==> src/rtl/serial_adder_8bit_if.sv <==
// Request/result bundle for the bit-serial adder.
// The master drives the operands and start; the slave returns busy, done and the registered result.
interface serial_adder_8bit_if #(
  parameter int WIDTH = 8
);
  logic             start;
  logic [WIDTH-1:0] a;
  logic [WIDTH-1:0] b;
  logic             c_in;
  logic             busy;
  logic             done;
  logic [WIDTH-1:0] sum;
  logic             c_out;

  modport master (
    output start, a, b, c_in,
    input  busy, done, sum, c_out
  );

  modport slave (
    input  start, a, b, c_in,
    output busy, done, sum, c_out
  );
endinterface

==> src/rtl/serial_adder_8bit.sv <==
// Bit-serial WIDTH-bit adder: a single full-adder cell is fed LSB-first,
// one bit per clock, and the carry is held in a flip-flop between bits.
// {c_out,sum} == a + b + c_in, and the result appears WIDTH edges after acceptance.

// One-bit full-adder cell.
module full_adder (
  input  logic a,
  input  logic b,
  input  logic c_in,
  output logic s,
  output logic c_out
);
  assign s     = a ^ b ^ c_in;
  assign c_out = (a & b) | (c_in & (a ^ b));
endmodule

module serial_adder_8bit #(
  parameter int WIDTH = 8
) (
  input  logic                 clk,
  input  logic                 rst_n,
  serial_adder_8bit_if.slave   bus
);
  localparam int             CW       = (WIDTH > 1) ? $clog2(WIDTH) : 1;
  localparam logic [CW-1:0]  CNT_LAST = CW'(WIDTH - 1);

  typedef enum logic [1:0] {IDLE, RUN, DONE} state_t;

  state_t           state;
  state_t           state_next;
  logic [WIDTH-1:0] a_sr;
  logic [WIDTH-1:0] b_sr;
  logic [WIDTH-1:0] res_sr;
  logic [WIDTH-1:0] res_next;
  logic [WIDTH-1:0] sum_r;
  logic             c_out_r;
  logic             carry;
  logic [CW-1:0]    cnt;
  logic             fa_s;
  logic             fa_co;
  logic             load;
  logic             step;
  logic             finish;

  full_adder u_fa (
    .a     (a_sr[0]),
    .b     (b_sr[0]),
    .c_in  (carry),
    .s     (fa_s),
    .c_out (fa_co)
  );

  // Result shift register with the current sum bit entering at the MSB;
  // written as shift-then-overwrite so WIDTH=1 needs no special slicing.
  always_comb begin
    res_next            = res_sr >> 1;
    res_next[WIDTH-1]   = fa_s;
  end

  // State register.
  always_ff @(posedge clk or negedge rst_n) begin
    if (!rst_n) state <= IDLE;
    else        state <= state_next;
  end

  // Next-state and datapath control; start is only honoured in IDLE and DONE.
  always_comb begin
    state_next = state;
    load       = 1'b0;
    step       = 1'b0;
    finish     = 1'b0;
    unique case (state)
      IDLE: begin
        if (bus.start) begin
          load       = 1'b1;
          state_next = RUN;
        end
      end
      RUN: begin
        step = 1'b1;
        if (cnt == CNT_LAST) begin
          finish     = 1'b1;
          state_next = DONE;
        end
      end
      DONE: begin
        if (bus.start) begin
          load       = 1'b1;
          state_next = RUN;
        end else begin
          state_next = IDLE;
        end
      end
      default: state_next = IDLE;
    endcase
  end

  // Operand load, per-bit shift/carry update, and result capture on the last bit.
  always_ff @(posedge clk or negedge rst_n) begin
    if (!rst_n) begin
      a_sr    <= '0;
      b_sr    <= '0;
      res_sr  <= '0;
      carry   <= 1'b0;
      cnt     <= '0;
      sum_r   <= '0;
      c_out_r <= 1'b0;
    end else if (load) begin
      a_sr  <= bus.a;
      b_sr  <= bus.b;
      carry <= bus.c_in;
      cnt   <= '0;
    end else if (step) begin
      a_sr   <= a_sr >> 1;
      b_sr   <= b_sr >> 1;
      carry  <= fa_co;
      res_sr <= res_next;
      cnt    <= cnt + 1'b1;
      if (finish) begin
        sum_r   <= res_next;
        c_out_r <= fa_co;
      end
    end
  end

  assign bus.busy  = (state == RUN);
  assign bus.done  = (state == DONE);
  assign bus.sum   = sum_r;
  assign bus.c_out = c_out_r;
endmodule

==> src/flat_wrapper.sv <==
// flat-port wrapper written by rule: the top's interface ports become plain ports
module serial_adder_8bit_flat 
#(
  parameter int WIDTH = 8
)
  (clk, rst_n, bus_start, bus_a, bus_b, bus_c_in, bus_busy, bus_done, bus_sum, bus_c_out);
  serial_adder_8bit_if #(.WIDTH(WIDTH)) bus_i ();
  input  logic clk;
  input  logic rst_n;
  input wire logic [$bits(bus_i.start)-1:0] bus_start;
  input wire logic [$bits(bus_i.a)-1:0] bus_a;
  input wire logic [$bits(bus_i.b)-1:0] bus_b;
  input wire logic [$bits(bus_i.c_in)-1:0] bus_c_in;
  output wire logic [$bits(bus_i.busy)-1:0] bus_busy;
  output wire logic [$bits(bus_i.done)-1:0] bus_done;
  output wire logic [$bits(bus_i.sum)-1:0] bus_sum;
  output wire logic [$bits(bus_i.c_out)-1:0] bus_c_out;
  assign bus_i.start = bus_start;
  assign bus_i.a = bus_a;
  assign bus_i.b = bus_b;
  assign bus_i.c_in = bus_c_in;
  assign bus_busy = bus_i.busy;
  assign bus_done = bus_i.done;
  assign bus_sum = bus_i.sum;
  assign bus_c_out = bus_i.c_out;
  serial_adder_8bit #(.WIDTH(WIDTH)) u_core (.clk(clk), .rst_n(rst_n), .bus(bus_i));
endmodule
==> config.mk <==
export PLATFORM = sky130hd
export DESIGN_NAME = serial_adder_8bit_flat
export DESIGN_NICKNAME = d
export VERILOG_FILES = /design/src/rtl/serial_adder_8bit_if.sv /design/src/rtl/serial_adder_8bit.sv /design/src/flat_wrapper.sv
export SDC_FILE = /design/constraint.sdc
export NUM_CORES = 1
export LEC_CHECK = 0
export CORE_ASPECT_RATIO = 1.25
export CORE_MARGIN = 4
export CORE_UTILIZATION = 53
export DETAILED_ROUTE_END_ITERATION = 16
export HOLD_SLACK_MARGIN = 0.08
export PLACE_DENSITY = 0.91
export SYNTH_ARGS = -nofsm -noshare
export SYNTH_HDL_FRONTEND = slang
export SYNTH_HIERARCHICAL = 1
export SYNTH_SLANG_ARGS = --single-unit
export TNS_END_PERCENT = 20
==> constraint.sdc <==
create_clock -name clk -period 1.7 [get_ports clk]
set_input_delay 0.34 -clock clk [delete_from_list [all_inputs] [get_ports clk]]
set_output_delay 0.34 -clock clk [all_outputs]
set_load 0.02 [all_outputs]
* Yosys cells after proc, flatten, opt, wreduce, memory -nomap -nowiden
Index checks and enable logic that the tools add are counted.
** Word-level totals
- Flip-flop bits (word level) :: 39
- Input bits :: 20
- Output and inout bits :: 11
- Word-level logic and storage cells :: 43
** Cells by class
- Add/subtract/negate cells :: 1
- Multiplexer cells :: 17
- Reduce and logical (&&, ||, !) cells :: 6
- Bitwise gates (word level) :: 6
- Eq/ne operators :: 5
** Operator list (count)
- 8-bit two-way mux :: 4
- 1-bit two-way mux :: 8
- 3-bit two-way mux :: 2
- 2-bit one-hot mux with 3 select lines :: 1
- 2-bit two-way mux :: 2
- 2-bit AND reduction :: 2
- 3-bit by 1-bit adder with 3-bit output, second input constant :: 1
- 3-bit == test, second input constant :: 1
- 3-bit AND reduction :: 1
- 1-bit AND :: 2
- 2-bit by 1-bit == test with 1-bit output, second input constant :: 1
- 2-bit == test, second input constant :: 1
- 2-bit zero test :: 1
- 2-bit by 1-bit inequality test with 1-bit output, second input constant :: 1
- 2-bit inequality test, second input constant :: 1
- 2-bit nonzero test :: 1
- 2-bit OR reduction :: 1
- 1-bit bitwise XOR :: 2
- 1-bit inverter :: 1
- 1-bit bitwise OR :: 1

* Logic depth before layout (Yosys ltp)
- Word-level depth :: 5
- Mapped depth :: 5
- Mapped depth without buffers :: 4

* By module
Netlist, hierarchy kept.
** By module, submodules not included
- serial_adder_8bit :: seq. area each 950.9 um^2, area an instance 1880.6 um^2, times used 1, cells an instance 131
- full_adder :: seq. area each 0.0 um^2, area an instance 20.0 um^2, times used 1, cells an instance 1

* Worst setup path before layout
No wires, ideal clock.
- Kind :: reg2reg
- From :: register u_core.cnt[0]
- To :: register u_core.c_out_r, in the netlist u_core/bus.c_out
- Path buffers :: 1
- Slack :: 0.273 ns
- Period minus slack after synthesis :: 1.427 ns
- Cell stages (with the launch flop) :: 6
- Required time :: 1.575 ns
- Arrival time :: 1.302 ns
- Library setup time :: 0.125 ns
- Cells stage by stage :: dfrtp_1 ha_1 ha_1 nand3b_1 buf_6 mux2_4
** Between the ends
- Word-level cells in the longest chain between the ends :: 4
** Ends and longest elaborated chain
- start: declaration :: RTL line serial_adder_8bit.sv:38 : logic [CW-1:0] cnt;
- start signal: assignment :: RTL line serial_adder_8bit.sv:118 : cnt <= cnt + 1'b1;
- 3-bit == test :: RTL line serial_adder_8bit.sv:81 : if (cnt == CNT_LAST) begin
- 1-bit two-way mux :: RTL line serial_adder_8bit.sv:81
- 1-bit two-way mux :: RTL line serial_adder_8bit.sv:72 : unique case (state)
- 3-bit AND reduction (no source line)
- end signal: assignment :: RTL line serial_adder_8bit.sv:121 : c_out_r <= fa_co;
- end: declaration :: RTL line serial_adder_8bit.sv:36 : logic c_out_r;
No other way between the ends.
A chain may end at the register's enable or synchronous reset.

* Worst setup path after layout
- From :: register u_core.c_out_r, in the netlist u_core/bus.c_out
- To :: output bus_c_out
** RTL lines
- end: declaration :: RTL line flat_wrapper.sv:17 : output wire logic [$bits(bus_i.c_out)-1:0] bus_c_out;
No word-level cell between the ends.

==> flow_metrics.tcl <==
set metrics [dict create \
    outcome "completed" \
    path_cells "clkdlybuf4s50_1" \
    synthTopCellsByArea "dfrtp_1 50%, mux2i_1 25%, mux2_4 9.5%" \
    max_freq_mhz 619.8 \
    finalNonFillerCells 208 \
    r2r_slack_ns 0.14 \
    cts_tree "yes" \
    critPathSlowestCell "clkdlybuf4s50_1" \
    vias 1185 \
    synth_seq_cells 38 \
    sw_frac_of_total_pct 31.83 \
    p_leak_nw 1.157 \
    slew_headroom_pct 68.47 \
    io_buffers 30 \
    p_comb_share_pct 40.8 \
    post_drt_via_cell_ratio 5.697 \
    hold_buffers 0 \
    crit_path_end_kind "primary output" \
    drc 0 \
    diodes 0 \
    cts.path.max_buffers 2 \
    stdcell_area_um2 2390 \
    synth_top_area_share_pct 50.03 \
    cap_violations 0 \
    ys_types 23 \
    timing.rr.end "u_core/bus.sum[7]" \
    critPathRequiredTime_ns 1.36 \
    fp.dieArea_um2 4614 \
    cts_resized 2 \
    clk_pin_slew_worst_paths_ns 0.08 \
    path_class "reg -> out" \
    clockRootBuffer "clkbuf_8" \
    drv_slew 0 \
    grt_max_degree 39 \
    setup_tns_ns 0 \
    syn_inst 132 \
    io_pins 31 \
    antenna_found_initial 0 \
    rsz0062_at_grt "false" \
    finalPower_mw 4.330 \
    syn_nets 155 \
    cp_top_family "buffers and inverters" \
    numCtsBuffers 5 \
    startpoint "u_core/bus.c_out" \
    placed_area_um2 2253 \
    critPathBufInv 1 \
    grtUsageTotal_pct 17.36 \
    cp-start-kind "register" \
    cp.arrival_ns 1.27 \
    timing.rr.start "u_core/state[0]" \
    synth-seq-area-share_pct 50.03 \
    switchingPower_mw 1.378 \
    vdd_drop_max_mv 1.437 \
    n_fill_cell 268 \
    final_core_util_pct 68.61 \
    yosys.area.top_type "dfrtp_1" \
    clock_skew_ns 0.007198 \
    ant_nets 0 \
    clkPwrFrac_pct 21.3 \
    drt_first_pass_iters 4 \
    yosysMostFrequentCell "mux2i_1" \
    htreeDepth 2 \
    ys_top_cells_by_count "47 x mux2i_1, 38 x dfrtp_1, 12 x mux2_4, 6 x mux2_2, 4 x buf_2" \
    endpoint "bus_c_out" \
    hp-class "in -> async" \
    grt_pass1_wl_mm 5.830 \
    coreArea_um2 3483 \
    dp_hpwl_mm 2.486 \
    synth_edf_count 0 \
    fin_crit_sh_pct 94.91 \
    tightest_slew_ns 0.4729 \
    ys.flop_type "dfrtp_1" \
    place_congestion 0.7649 \
    drive_gt1_share_pct 20.71 \
    setup_viol 0 \
    cp_max_fo 2 \
    placedCellCount 200 \
    synthToLayoutAreaGrowth_pct 25.74 \
    die_h_um 74.95 \
    die_w_um 61.56 \
    routed_wl_mm 3.513 \
    p_per_area_nw_per_um2 1812 \
    yosysWarnings 6 \
    syn_area_um2 1901 \
    reg2reg_depth 4 \
    clock_latency_ns 0.30 \
    core.rowCount 24 \
    cp.depth 1 \
    grt_pass1_vias 1262 \
    start_util_pct 54.56 \
    syn_avg_cell_area_um2 14.40 \
    post_drt_wl_per_cell_um 16.89 \
    hold_viol 0 \
    grt.overflow.total 0 \
    fin_crit_ns 1.613 \
    cts_sinks 38 \
    seq_power_share_pct 37.9 \
    slowest_delay_ns 0.61 \
    async_flop_share_pct 100.0 \
    internal_power_mw 2.952 \
    post-cts-setup-buffers 0 \
    drt_iter0_markers 32 \
    final_nets 191 \
]
## how the worst min path moves through the flow
stage                           start                end  slack (ns)  cells past startpoint
global placement    u_core/bus.sum[6]  u_core/bus.sum[6]        0.50                      1
finish                          rst_n   u_core/res_sr[1]        0.46                      2
CTS                             rst_n   u_core/res_sr[1]        0.47                      2
floorplan                       rst_n     u_core/a_sr[0]        0.04                      0
detailed placement  u_core/bus.sum[2]  u_core/bus.sum[2]        0.51                      1
global route                    rst_n   u_core/res_sr[1]        0.50                      2
## power groups by stage
| stage | clock, mW | combinational, mW | sequential (mW) |
|---|---|---|---|
| floorplan | 0 | 1.19 | 1.70 |
| detailed placement | 0 | 1.79 | 1.67 |
| finish | 0.922 | 1.77 | 1.64 |
| global placement | 0 | 1.69 | 1.61 |
| CTS | 0.940 | 1.79 | 1.65 |
| global route | 0.979 | 1.94 | 1.70 |
## sequential cells by signal, indices dropped and copies added (netlist names)
name,count
u_core/carry,1
u_core/bus.sum,8
u_core/cnt,3
u_core/a_sr,8
u_core/bus.c_out,1
u_core/res_sr,7
u_core/b_sr,8
u_core/state,2
## cell families (layout without fill, tap and decap cells)
group	Yosys count	count (layout)	share of synthesized area, %
compound gates	6	6	2.173
xor+xnor	1	1	0.4609
flops	38	38	50.03
fa+ha+maj	3	3	2.370
buf+inv	12	49	5.004
simple gates	7	7	2.173
mux	65	65	37.79
## per-stage QoR
stage	setup WS, ns	hold WS, ns
6_report	0.08657	0.4593
5_1_grt	0.001262	0.5029
3_3_place_gp	0.1379	0.4952
2_1_floorplan	0.2729	0.04441
3_5_place_dp	0.1038	0.5082
4_1_cts	0.03635	0.4705
## routing by layer
metal  GRT usage [%]  wire length (µm)
met1           20.07              1351
met4           6.368                37
met2           29.22              1900
met5               0                 0
met3           6.175               224
## area by class of cell
| class | instances | area (µm²) | share of cell area, % |
|---|---|---|---|
| Sequential cell | 38 | 950.9 | 39.79 |
| Multi-Input combinational cell | 82 | 854.6 | 35.76 |
| Timing Repair Buffer | 38 | 384.1 | 16.07 |
| Clock buffer | 5 | 68.82 | 2.880 |
| Clock inverter | 3 | 68.82 | 2.880 |
| Tap cell | 39 | 48.80 | 2.042 |
| Inverter | 3 | 13.76 | 0.5759 |
## layout by cell type (no fill, tap or decap)
master and instances:
nor3b_1 1, nor2_1 1, dlygate4sd2_1 1, o22ai_1 1
ha_1 2, nor2b_1 1, nand2b_1 1, clkdlybuf4s15_1 1
dfrtp_1 38, clkbuf_8 5, a21o_1 1, mux2i_1 47
clkdlybuf4s50_1 28, clkinv_4 1, nand3_1 2, o21ai_0 2
inv_1 2, inv_4 1, a22o_1 2, mux2_4 12
mux2_2 6, bufinv_16 2, buf_12 2, xnor2_1 1
buf_4 6, fa_1 1, nand3b_1 1
Note: power is estimated with default switching activity, not from simulation.
